**config.mk**
```make
export PLATFORM = sky130hd
export DESIGN_NAME = alu_seq_unit_flat
export DESIGN_NICKNAME = d
export VERILOG_FILES = /design/src/rtl/alu_pkg.sv /design/src/rtl/alu_seq_unit_if.sv /design/src/rtl/alu_seq_unit_mul_iter.sv /design/src/rtl/alu_seq_unit.sv /design/src/flat_wrapper.sv
export SDC_FILE = /design/constraint.sdc
export NUM_CORES = 1
export LEC_CHECK = 0
export CELL_PAD_IN_SITES_DETAIL_PLACEMENT = 1
export CELL_PAD_IN_SITES_GLOBAL_PLACEMENT = 1
export CORE_MARGIN = 3
export CORE_UTILIZATION = 40
export DETAILED_ROUTE_END_ITERATION = 8
export HOLD_SLACK_MARGIN = 0.02
export PLACE_DENSITY = 0.72
export SLEW_MARGIN = 15
export SYNTH_ARGS = -nofsm -noshare
export SYNTH_HDL_FRONTEND = slang
export SYNTH_SLANG_ARGS = --single-unit
```
**constraint.sdc**
```tcl
create_clock -name clk_i -period 8 [get_ports clk_i]
set_input_delay 1.2 -clock clk_i [delete_from_list [all_inputs] [get_ports clk_i]]
set_output_delay 1.2 -clock clk_i [all_outputs]
set_load 0.02 [all_outputs]
```
**src/rtl/alu_pkg.sv**
```systemverilog
// Shared definitions for the sequential ALU: control codes, FSM encoding, default width.
package alu_pkg;

  localparam int unsigned WIDTH = 32;

  localparam logic [3:0] CTRL_AND  = 4'd0;
  localparam logic [3:0] CTRL_OR   = 4'd1;
  localparam logic [3:0] CTRL_ADD  = 4'd2;
  localparam logic [3:0] CTRL_MUL  = 4'd3;
  localparam logic [3:0] CTRL_SUB  = 4'd6;
  localparam logic [3:0] CTRL_SLT  = 4'd7;
  localparam logic [3:0] CTRL_BNE  = 4'd8;
  localparam logic [3:0] CTRL_SRA  = 4'd9;
  localparam logic [3:0] CTRL_SRAV = 4'd11;
  localparam logic [3:0] CTRL_SLTU = 4'd13;
  localparam logic [3:0] CTRL_LUI  = 4'd14;

  typedef enum logic [1:0] {
    ST_IDLE = 2'd0,
    ST_MUL  = 2'd1,
    ST_DONE = 2'd2
  } state_t;

endpackage

```
**src/rtl/alu_seq_unit_if.sv**
```systemverilog
// Request/response bundle between the ALU controller side and alu_seq_unit.
interface alu_seq_unit_if #(
  parameter int unsigned WIDTH = alu_pkg::WIDTH
);
  logic             start_i;
  logic [3:0]       ctrl_i;
  logic [WIDTH-1:0] src1_i;
  logic [WIDTH-1:0] src2_i;
  logic [4:0]       shamt_i;
  logic [WIDTH-1:0] result_o;
  logic             zero_o;
  logic             busy_o;
  logic             done_o;
  logic             err_o;

  modport master (
    output start_i, ctrl_i, src1_i, src2_i, shamt_i,
    input  result_o, zero_o, busy_o, done_o, err_o
  );

  modport slave (
    input  start_i, ctrl_i, src1_i, src2_i, shamt_i,
    output result_o, zero_o, busy_o, done_o, err_o
  );
endinterface

```
**src/rtl/alu_seq_unit_mul_iter.sv**
```systemverilog
// Iterative shift-add multiplier datapath (low WIDTH bits of the product).
// ALU_MUL_EARLY_EXIT_EN: finish as soon as the remaining multiplier bits are zero.
module mul_iter #(
  parameter int unsigned WIDTH = alu_pkg::WIDTH,
  parameter int unsigned ITERS = WIDTH
) (
  input  logic             clk,
  input  logic             rst_n,
  input  logic             load,
  input  logic             step,
  input  logic [WIDTH-1:0] a,
  input  logic [WIDTH-1:0] b,
  output logic [WIDTH-1:0] acc_next_c,
  output logic             last_c
);
  localparam int unsigned CNT_W = $clog2(ITERS + 1);

  logic [WIDTH-1:0] mcand;
  logic [WIDTH-1:0] mplier;
  logic [WIDTH-1:0] acc;
  logic [CNT_W-1:0] count;

  always_ff @(posedge clk or negedge rst_n) begin
    if (!rst_n) begin
      mcand  <= '0;
      mplier <= '0;
      acc    <= '0;
      count  <= '0;
    end else if (load) begin
      mcand  <= a;
      mplier <= b;
      acc    <= '0;
      count  <= '0;
    end else if (step) begin
      acc    <= acc_next_c;
      mcand  <= mcand << 1;
      mplier <= mplier >> 1;
      count  <= count + CNT_W'(1);
    end
  end

  assign acc_next_c = mplier[0] ? acc + mcand : acc;

  // last_c flags that the step taken this cycle is the final one
`ifdef ALU_MUL_EARLY_EXIT_EN
  assign last_c = (count == CNT_W'(ITERS - 1)) || (mplier[WIDTH-1:1] == '0);
`else
  assign last_c = (count == CNT_W'(ITERS - 1));
`endif

endmodule

```
**src/rtl/alu_seq_unit.sv**
```systemverilog
// Multi-cycle ALU: single-cycle logic/arith/shift/compare, iterative MUL, start/busy/done handshake.
// ALU_MUL_EARLY_EXIT_EN: MUL may finish before MUL_ITERS iterations (see mul_iter).
module alu_seq_unit import alu_pkg::*; #(
  parameter int unsigned WIDTH     = alu_pkg::WIDTH,
  parameter int unsigned MUL_ITERS = WIDTH
) (
  input logic           clk_i,
  input logic           rst_i,
  alu_seq_unit_if.slave bus
);
  state_t           state, state_n;
  logic [WIDTH-1:0] result_q, result_n;
  logic             zero_q, zero_n;
  logic             err_q, err_n;
  logic             done_q, done_n;
  logic             busy_q, busy_n;
  logic             mul_load, mul_step;
  logic [WIDTH-1:0] acc_next;
  logic             mul_last;
  logic [WIDTH-1:0] alu_res;
  logic             alu_zero, alu_err;

  mul_iter #(.WIDTH(WIDTH), .ITERS(MUL_ITERS)) u_mul (
    .clk        (clk_i),
    .rst_n      (rst_i),
    .load       (mul_load),
    .step       (mul_step),
    .a          (bus.src1_i),
    .b          (bus.src2_i),
    .acc_next_c (acc_next),
    .last_c     (mul_last)
  );

  // Single-cycle datapath; BNE reports inequality on zero so branch logic always tests zero
  always_comb begin
    alu_res = '0;
    alu_err = 1'b0;
    case (bus.ctrl_i)
      CTRL_AND:  alu_res = bus.src1_i & bus.src2_i;
      CTRL_OR:   alu_res = bus.src1_i | bus.src2_i;
      CTRL_ADD:  alu_res = bus.src1_i + bus.src2_i;
      CTRL_MUL:  alu_res = '0;
      CTRL_SUB:  alu_res = bus.src1_i - bus.src2_i;
      CTRL_SLT:  alu_res = WIDTH'($signed(bus.src1_i) < $signed(bus.src2_i));
      CTRL_BNE:  alu_res = bus.src1_i - bus.src2_i;
      CTRL_SRA:  alu_res = $signed(bus.src2_i) >>> bus.shamt_i;
      CTRL_SRAV: alu_res = $signed(bus.src2_i) >>> bus.src1_i[4:0];
      CTRL_SLTU: alu_res = WIDTH'(bus.src1_i < bus.src2_i);
      CTRL_LUI:  alu_res = bus.src2_i << 16;
      default:   alu_err = 1'b1;
    endcase
    alu_zero = (bus.ctrl_i == CTRL_BNE) ? (bus.src1_i != bus.src2_i) : (alu_res == '0);
  end

  // Next-state and next-output logic
  always_comb begin
    state_n  = state;
    result_n = result_q;
    zero_n   = zero_q;
    err_n    = err_q;
    done_n   = 1'b0;
    busy_n   = 1'b0;
    mul_load = 1'b0;
    mul_step = 1'b0;
    case (state)
      ST_IDLE, ST_DONE: begin
        if (bus.start_i) begin
          if (bus.ctrl_i == CTRL_MUL) begin
`ifdef ALU_MUL_EARLY_EXIT_EN
            if (bus.src2_i == '0) begin
              state_n  = ST_DONE;
              result_n = '0;
              zero_n   = 1'b1;
              err_n    = 1'b0;
              done_n   = 1'b1;
            end else begin
              state_n  = ST_MUL;
              mul_load = 1'b1;
              busy_n   = 1'b1;
            end
`else
            state_n  = ST_MUL;
            mul_load = 1'b1;
            busy_n   = 1'b1;
`endif
          end else begin
            state_n  = ST_DONE;
            result_n = alu_res;
            zero_n   = alu_zero;
            err_n    = alu_err;
            done_n   = 1'b1;
          end
        end else begin
          state_n = ST_IDLE;
        end
      end
      ST_MUL: begin
        mul_step = 1'b1;
        if (mul_last) begin
          state_n  = ST_DONE;
          result_n = acc_next;
          zero_n   = (acc_next == '0);
          err_n    = 1'b0;
          done_n   = 1'b1;
        end else begin
          busy_n = 1'b1;
        end
      end
      default: state_n = ST_IDLE;
    endcase
  end

  always_ff @(posedge clk_i or negedge rst_i) begin
    if (!rst_i) begin
      state    <= ST_IDLE;
      result_q <= '0;
      zero_q   <= 1'b0;
      err_q    <= 1'b0;
      done_q   <= 1'b0;
      busy_q   <= 1'b0;
    end else begin
      state    <= state_n;
      result_q <= result_n;
      zero_q   <= zero_n;
      err_q    <= err_n;
      done_q   <= done_n;
      busy_q   <= busy_n;
    end
  end

  assign bus.result_o = result_q;
  assign bus.zero_o   = zero_q;
  assign bus.err_o    = err_q;
  assign bus.done_o   = done_q;
  assign bus.busy_o   = busy_q;

endmodule

```
**src/flat_wrapper.sv**
```systemverilog
// flat-port wrapper written by rule: the top's interface ports become plain ports
module alu_seq_unit_flat import alu_pkg::*;
#(
  parameter int unsigned WIDTH     = alu_pkg::WIDTH,
  parameter int unsigned MUL_ITERS = WIDTH
)
  (clk_i, rst_i, bus_start_i, bus_ctrl_i, bus_src1_i, bus_src2_i, bus_shamt_i, bus_result_o, bus_zero_o, bus_busy_o, bus_done_o, bus_err_o);
  alu_seq_unit_if #(.WIDTH(WIDTH)) bus_i ();
  input logic clk_i;
  input logic rst_i;
  input wire logic [$bits(bus_i.start_i)-1:0] bus_start_i;
  input wire logic [$bits(bus_i.ctrl_i)-1:0] bus_ctrl_i;
  input wire logic [$bits(bus_i.src1_i)-1:0] bus_src1_i;
  input wire logic [$bits(bus_i.src2_i)-1:0] bus_src2_i;
  input wire logic [$bits(bus_i.shamt_i)-1:0] bus_shamt_i;
  output wire logic [$bits(bus_i.result_o)-1:0] bus_result_o;
  output wire logic [$bits(bus_i.zero_o)-1:0] bus_zero_o;
  output wire logic [$bits(bus_i.busy_o)-1:0] bus_busy_o;
  output wire logic [$bits(bus_i.done_o)-1:0] bus_done_o;
  output wire logic [$bits(bus_i.err_o)-1:0] bus_err_o;
  assign bus_i.start_i = bus_start_i;
  assign bus_i.ctrl_i = bus_ctrl_i;
  assign bus_i.src1_i = bus_src1_i;
  assign bus_i.src2_i = bus_src2_i;
  assign bus_i.shamt_i = bus_shamt_i;
  assign bus_result_o = bus_i.result_o;
  assign bus_zero_o = bus_i.zero_o;
  assign bus_busy_o = bus_i.busy_o;
  assign bus_done_o = bus_i.done_o;
  assign bus_err_o = bus_i.err_o;
  alu_seq_unit #(.WIDTH(WIDTH), .MUL_ITERS(MUL_ITERS)) u_core (.clk_i(clk_i), .rst_i(rst_i), .bus(bus_i));
endmodule
```
**After elaboration in Yosys (flattened, before gate mapping)**

Cells that the tools add are included.

- Equality and inequality tests: 17
- Bitwise logic cells: 2
- $lt $le $gt $ge: 2
- Add/subtract/negate cells: 4
- Reductions and logical operators: 10
- Shift operators: 2
- Muxes and demuxes: 38

Operators with widths:

| kind | count |
|---|---|
| $mux 32 | 10 |
| $pmux 32 s9 | 1 |
| $add 32x32->32 | 2 |
| $logic_not 32->1 | 2 |
| $lt 32x32->1 | 2 |
| $pmux 32 s2 | 1 |
| $sshr 32x5->32 | 2 |
| $and 32x32->32 | 1 |
| $ne 32x32->1 | 1 |
| $or 32x32->32 | 1 |
| $sub 32x32->32 | 1 |
| $eq 4x4->1 const B | 5 |
| $mux 1 | 16 |
| $mux 6 | 2 |
| $reduce_or 10->1 | 1 |
| $eq 4x2->1 const B | 2 |
| $eq 4x3->1 const B | 2 |
| $pmux 1 s2 | 4 |
| $add 6x1->6 const B | 1 |
| $eq 6x5->1 const B | 1 |
| $mux 2 | 3 |
| $eq 4x1->1 const B | 1 |
| $logic_not 4->1 | 1 |
| $ne 2x2->1 const B | 2 |
| 8 further kinds | 10 |

- Flip-flop bits (word level): 140
- Logic and storage cells: 85
- Bits of input ports: 76

**Longest topological paths before layout**

- Depth in word-level cells: 8
- Mapped depth: 16

**By module**

From an unflattened synthesis, not the netlist that was laid out.

- Cells, all modules: 2142
- Area, all modules: 16613.4 µm²

By module, submodules not included:

| module | area each (µm²) | cells each | instances | sequential area each (µm²) |
|---|---|---|---|---|
| alu_seq_unit | 9796.9 | 1412 | 1 | 950.9 |
| mul_iter | 6816.5 | 730 | 1 | 2552.4 |

**Worst setup path after synthesis**

Ideal clock, no wire load.

- Kind: input -> register
- From: in bus_src2_i[0]
- To: reg u_core.zero_q, in the netlist u_core.bus.zero_o
- Buffers on the path: 0
- Stages: 14
- Slack: 3.292 ns
- Arrival time: 4.631 ns
- Setup time: 0.076 ns
- Cells stage by stage: ha_1 -> fa_1 -> a21oi_1 -> o221a_2 -> a2bb2oi_2 -> o21ai_0 -> a21o_1 -> a21oi_1 -> xnor2_1 -> a2111oi_0 -> nand4b_1 -> or4_1 -> or4_1 -> o21ai_1

- Word-level cells in the longest chain between the ends: 7

Ends and longest elaborated chain:

| item | line | text |
|---|---|---|
| start, declared | flat_wrapper.sv:14 | `input wire logic [$bits(bus_i.src2_i)-1:0] bus_src2_i;` |
| $sub 32x32->32 (tied with other cells) | alu_seq_unit.sv:43, alu_seq_unit.sv:45 |  |
| $pmux 32 s9 | alu_seq_unit.sv:38 | `case (bus.ctrl_i)` |
| $logic_not 32->1 | alu_seq_unit.sv:52 | `alu_zero = (bus.ctrl_i == CTRL_BNE) ? (bus.src1_i != bus.src2_i) : (alu_res == '0);` |
| $mux 1 (*) | alu_seq_unit.sv:52 |  |
| $mux 1 (*) | alu_seq_unit.sv:68 | `if (bus.ctrl_i == CTRL_MUL) begin` |
| $mux 1 (*) | alu_seq_unit.sv:67 | `if (bus.start_i) begin` |
| $pmux 1 s2 (*) | alu_seq_unit.sv:65 | `case (state)` |
| end signal, assigned | alu_seq_unit.sv:124 | `zero_q <= zero_n;` |
| end, declared | alu_seq_unit.sv:13 | `logic zero_q, zero_n;` |

Every way passes the cells marked *; elsewhere a longest branch is shown, timed or not. The select of a mux whose other input is x is not followed.
A chain may end at the register's enable or synchronous reset.

**Final worst setup path**

- From: in bus_ctrl_i[2]
- To: reg u_core.zero_q, in the netlist u_core.bus.zero_o

- Word-level cells in the longest chain between the ends: 8

Ends and longest elaborated chain:

| item | line | text |
|---|---|---|
| start, declared | flat_wrapper.sv:12 | `input wire logic [$bits(bus_i.ctrl_i)-1:0] bus_ctrl_i;` |
| $eq 4x3->1 / $eq 4x4->1 (equally long branches) | alu_seq_unit.sv:38, alu_seq_unit.sv:52 |  |
| $reduce_or 2->1 (no source line) | - |  |
| $pmux 32 s9 | alu_seq_unit.sv:38 |  |
| $logic_not 32->1 | alu_seq_unit.sv:52 |  |
| $mux 1 | alu_seq_unit.sv:52 |  |
| $mux 1 | alu_seq_unit.sv:68 |  |
| $mux 1 | alu_seq_unit.sv:67 |  |
| $pmux 1 s2 | alu_seq_unit.sv:65 |  |

Several ways; a longest one is shown, not always the timed one. The select of a mux whose other input is x is not followed.

==> results.toml <==
[global_route]
antenna_found_initial = 0
grt_util_all_layers_pct = 36.6
overflow = 0
grt_pass1_wl_mm = 113
grt_pass1_vias = 16900
grt_max_degree = 82

[timing]
setup_violations = 0
grt_setup_unrepaired = "no"
drv_slew = 0
finalCritPeriodShare_pct = 83.2
relSlewSlack_pct = 27.4
fin_skew_ns = 0.0122
min_period_ns = 6.65
finalHoldViolCount = 0
timing.setup.tns_ns = 0
tightest_slew_ns = 1.06
timing.fmax_mhz = 150

[place]
gp_congestion = 1.03
dp_hpwl_mm = 59.0
dpl_cell_area_um2 = 17000
port_buffers = 111

[pwr]
powerDensity_nw_per_um2 = 251
internal-power_uw = 2330
clkPwrFrac_pct = 18.6
peakVddDrop_mv = 0.219
fin_total_pwr_uw = 4440
p_switching_uw = 2110
p_seq_share_pct = 27.1
p_leak_uw = 0.00787
p_sw_share_pct = 47.4
combPwrFrac_pct = 54.4

[logic_synthesis]
synth.distinct_cells = 88
synth-main-ff-cell = "dfrtp_1"
ys_seq_area_share_pct = 22.7
syn_area_um2 = 15500
ys_ff_latch = 140
synthTopCellsByCount = "310 x nand2_1, 207 x nor2_1, 175 x a21oi_1"
synth.top_cell.area_share_pct = 22.7
syn_area_per_cell_um2 = 7.53
synth_edf_count = 0
synth_cells = 2053
synth_area_leaders = "dfrtp_1 23%, ha_1 11%, nand2_1 7.5%, mux2i_1 6.0%, a21oi_1 5.7%"
synth_most_common_cell = "nand2_1"
synth_warnings = 0
syn_nets = 2272
synth_top_area_cell = "dfrtp_1"
ys_async_sr_fraction_pct = 100

[finish]
multi_input_area_um2 = 11100
layout-drive-gt1-share_pct = 6.48
fin_util_pct = 46.6
area_growth_pct = 14.2
fill_cells = 4759
nNetsFinal = 2321
seqCellArea_um2 = 3500
stdcell_area_um2 = 17700

[flow_run]
maxCapViolations = 0

[setup_path]
r2r-end = "u_core.bus.zero_o"
worstSetupPathType = "in -> reg"
timing.rr.start = "u_core.state[1]"
rr_worst_depth = 10
cp_max_fo = 20
cp.required_ns = 8.39
worstPathArrival_ns = 7.04
worst-r2r-setup-slack_ns = 3.59
start_kind = "input pin"
cp-end-kind = "flip-flop"

[detailed_routing]
first_iter_violations = 1874
drc = 0
first_pass_iters = 5
postRouteAntennaNets = 0
routed_wl_mm = 76.7
vias_per_cell = 6.49
vias = 17000
routedWlPerCell_um = 29.2

[clocking]
cts_hold_buf = 0
clockBufferDepth = 2
clock_latency_ns = 0.47
post_cts_resized = 0
cts_tree = "yes"
cts_made_buffers = 17
htreeDepth = 4
clkTransAtPathRegs_ns = 0.06
cts_setup_buffers = 0
ctsRootBufferMaster = "clkbuf_16"
cts.sinks = 140

[die]
die-area_um2 = 41000
core_um2 = 37800
boundaryPins = 112
die_h_um = 203
start_util_pct = 40.9
num_rows = 71
die_w_um = 203

[worst_hold_path]
min_from = "u_core.bus.result_o[0]"
hold_path_class = "reg -> reg"
min_to = "u_core.bus.result_o[0]"
hold_path_depth = 1

[outcome]
status = "completed"
[power by group through the flow]
stage	clock network (uW)	logic [uW]	registers, uW
final	824	2410	1200
after global routing	862	2630	1230
after CTS	840	2370	1200
after detailed placement	0	2340	1210
after global placement	0	2270	1200
after floorplan	0	1540	1170
[flip-flops by register name, summed over array words and instances (netlist names)]
signal	flops
u_core.bus.done_o	1
u_core.u_mul.acc	32
u_core.bus.zero_o	1
u_core.u_mul.mplier	32
u_core.bus.busy_o	1
u_core.u_mul.mcand	32
u_core.bus.err_o	1
u_core.state	2
u_core.bus.result_o	32
u_core.u_mul.count	6
[how the worst max path moves through the flow]
| stage | from | endpoint | slack [ns] | cells after the start |
|---|---|---|---|---|
| floorplan | bus_src2_i[0] | u_core.bus.zero_o | 3.29 | 14 |
| global placement | bus_ctrl_i[2] | u_core.bus.zero_o | 0.91 | 14 |
| detailed placement | bus_ctrl_i[2] | u_core.bus.zero_o | 0.98 | 14 |
| CTS | bus_ctrl_i[2] | u_core.bus.zero_o | 1.46 | 14 |
| global route | bus_ctrl_i[2] | u_core.bus.zero_o | 1.19 | 14 |
| finish | bus_ctrl_i[2] | u_core.bus.zero_o | 1.35 | 14 |
[cells in the final DEF, fill, tap and decap left out, types with 6 or more instances in the layout]
| cell type | instances |
|---|---|
| a21boi_0 | 6 |
| o221ai_1 | 12 |
| a211oi_1 | 32 |
| nand3_1 | 46 |
| nand4_1 | 25 |
| nand2_1 | 310 |
| mux2i_1 | 91 |
| buf_4 | 45 |
| a221oi_1 | 23 |
| o21bai_1 | 18 |
| nor3_1 | 37 |
| o211ai_1 | 19 |
| a311oi_1 | 6 |
| a31oi_1 | 49 |
| nand2b_1 | 14 |
| o22ai_1 | 12 |
| a21oi_1 | 174 |
| inv_1 | 105 |
| a2111oi_0 | 10 |
| xnor2_1 | 34 |
| clkbuf_16 | 17 |
| nor2_1 | 204 |
| a221o_1 | 15 |
| xor2_1 | 15 |
| nor4_1 | 15 |
| nor2b_1 | 18 |
| dfrtp_1 | 140 |
| and3_1 | 11 |
| o31ai_1 | 16 |
| a22oi_1 | 40 |
| mux2_2 | 17 |
| o21a_1 | 7 |
| o21ai_0 | 111 |
| nand3b_1 | 6 |
| o2111ai_1 | 8 |
| clkdlybuf4s50_1 | 110 |
| a21o_1 | 25 |
| and4_1 | 8 |
| ha_1 | 140 |
| or2_2 | 8 |
[cell type report]
type,instances,area share [%]
multi-input combinational,1680,62.6
inverter,106,2.25
clock inverter,10,0.659
timing repair buffer,157,8.37
tap,511,3.62
clock buffer,20,2.59
antenna,1,0.0142
sequential,140,19.8
[routing by layer]
layer / part of all wire [%] / GRT usage, % / up-vias
met3: 7.8 / 6.93 / 134
met1: 45 / 51.3 / 8592
li1: - / - / 7571
met2: 44 / 56.6 / 739
met5: 0 / 0 / -
met4: 3.8 / 13.0 / 0
[logic make-up after synthesis]
group	count (synthesis)	share of synthesized area [%]
compound gates	637	27.4
flops	140	22.7
simple gates	733	21.1
mux	118	8.19
buf+inv	233	6.21
fa+ha+maj	143	11.7
xor+xnor	49	2.78
[critical path, cell delays in order]
cell             delay (ns)
clkdlybuf4s50_1        0.94
nand4b_4               0.43
mux2i_4                0.62
buf_4                  0.42
mux2i_1                0.55
a22oi_1                0.13
nand3_1                0.15
o221ai_1               0.11
a2111oi_0              0.92
and2_1                 0.26
nand4_1                0.10
or4_1                  0.54
or4_1                  0.51
o21ai_1                0.14
[per-stage QoR]
step                std cells  hold slack [ns]  setup WS (ns)
global placement         2593            0.461          0.910
detailed placement       2593            0.467          0.981
global route             2624            0.516           1.19
CTS                      2623            0.482           1.46
finish                   2625            0.483           1.35
floorplan                2053            0.460           3.29
Note: power is estimated with default switching activity, not from simulation.
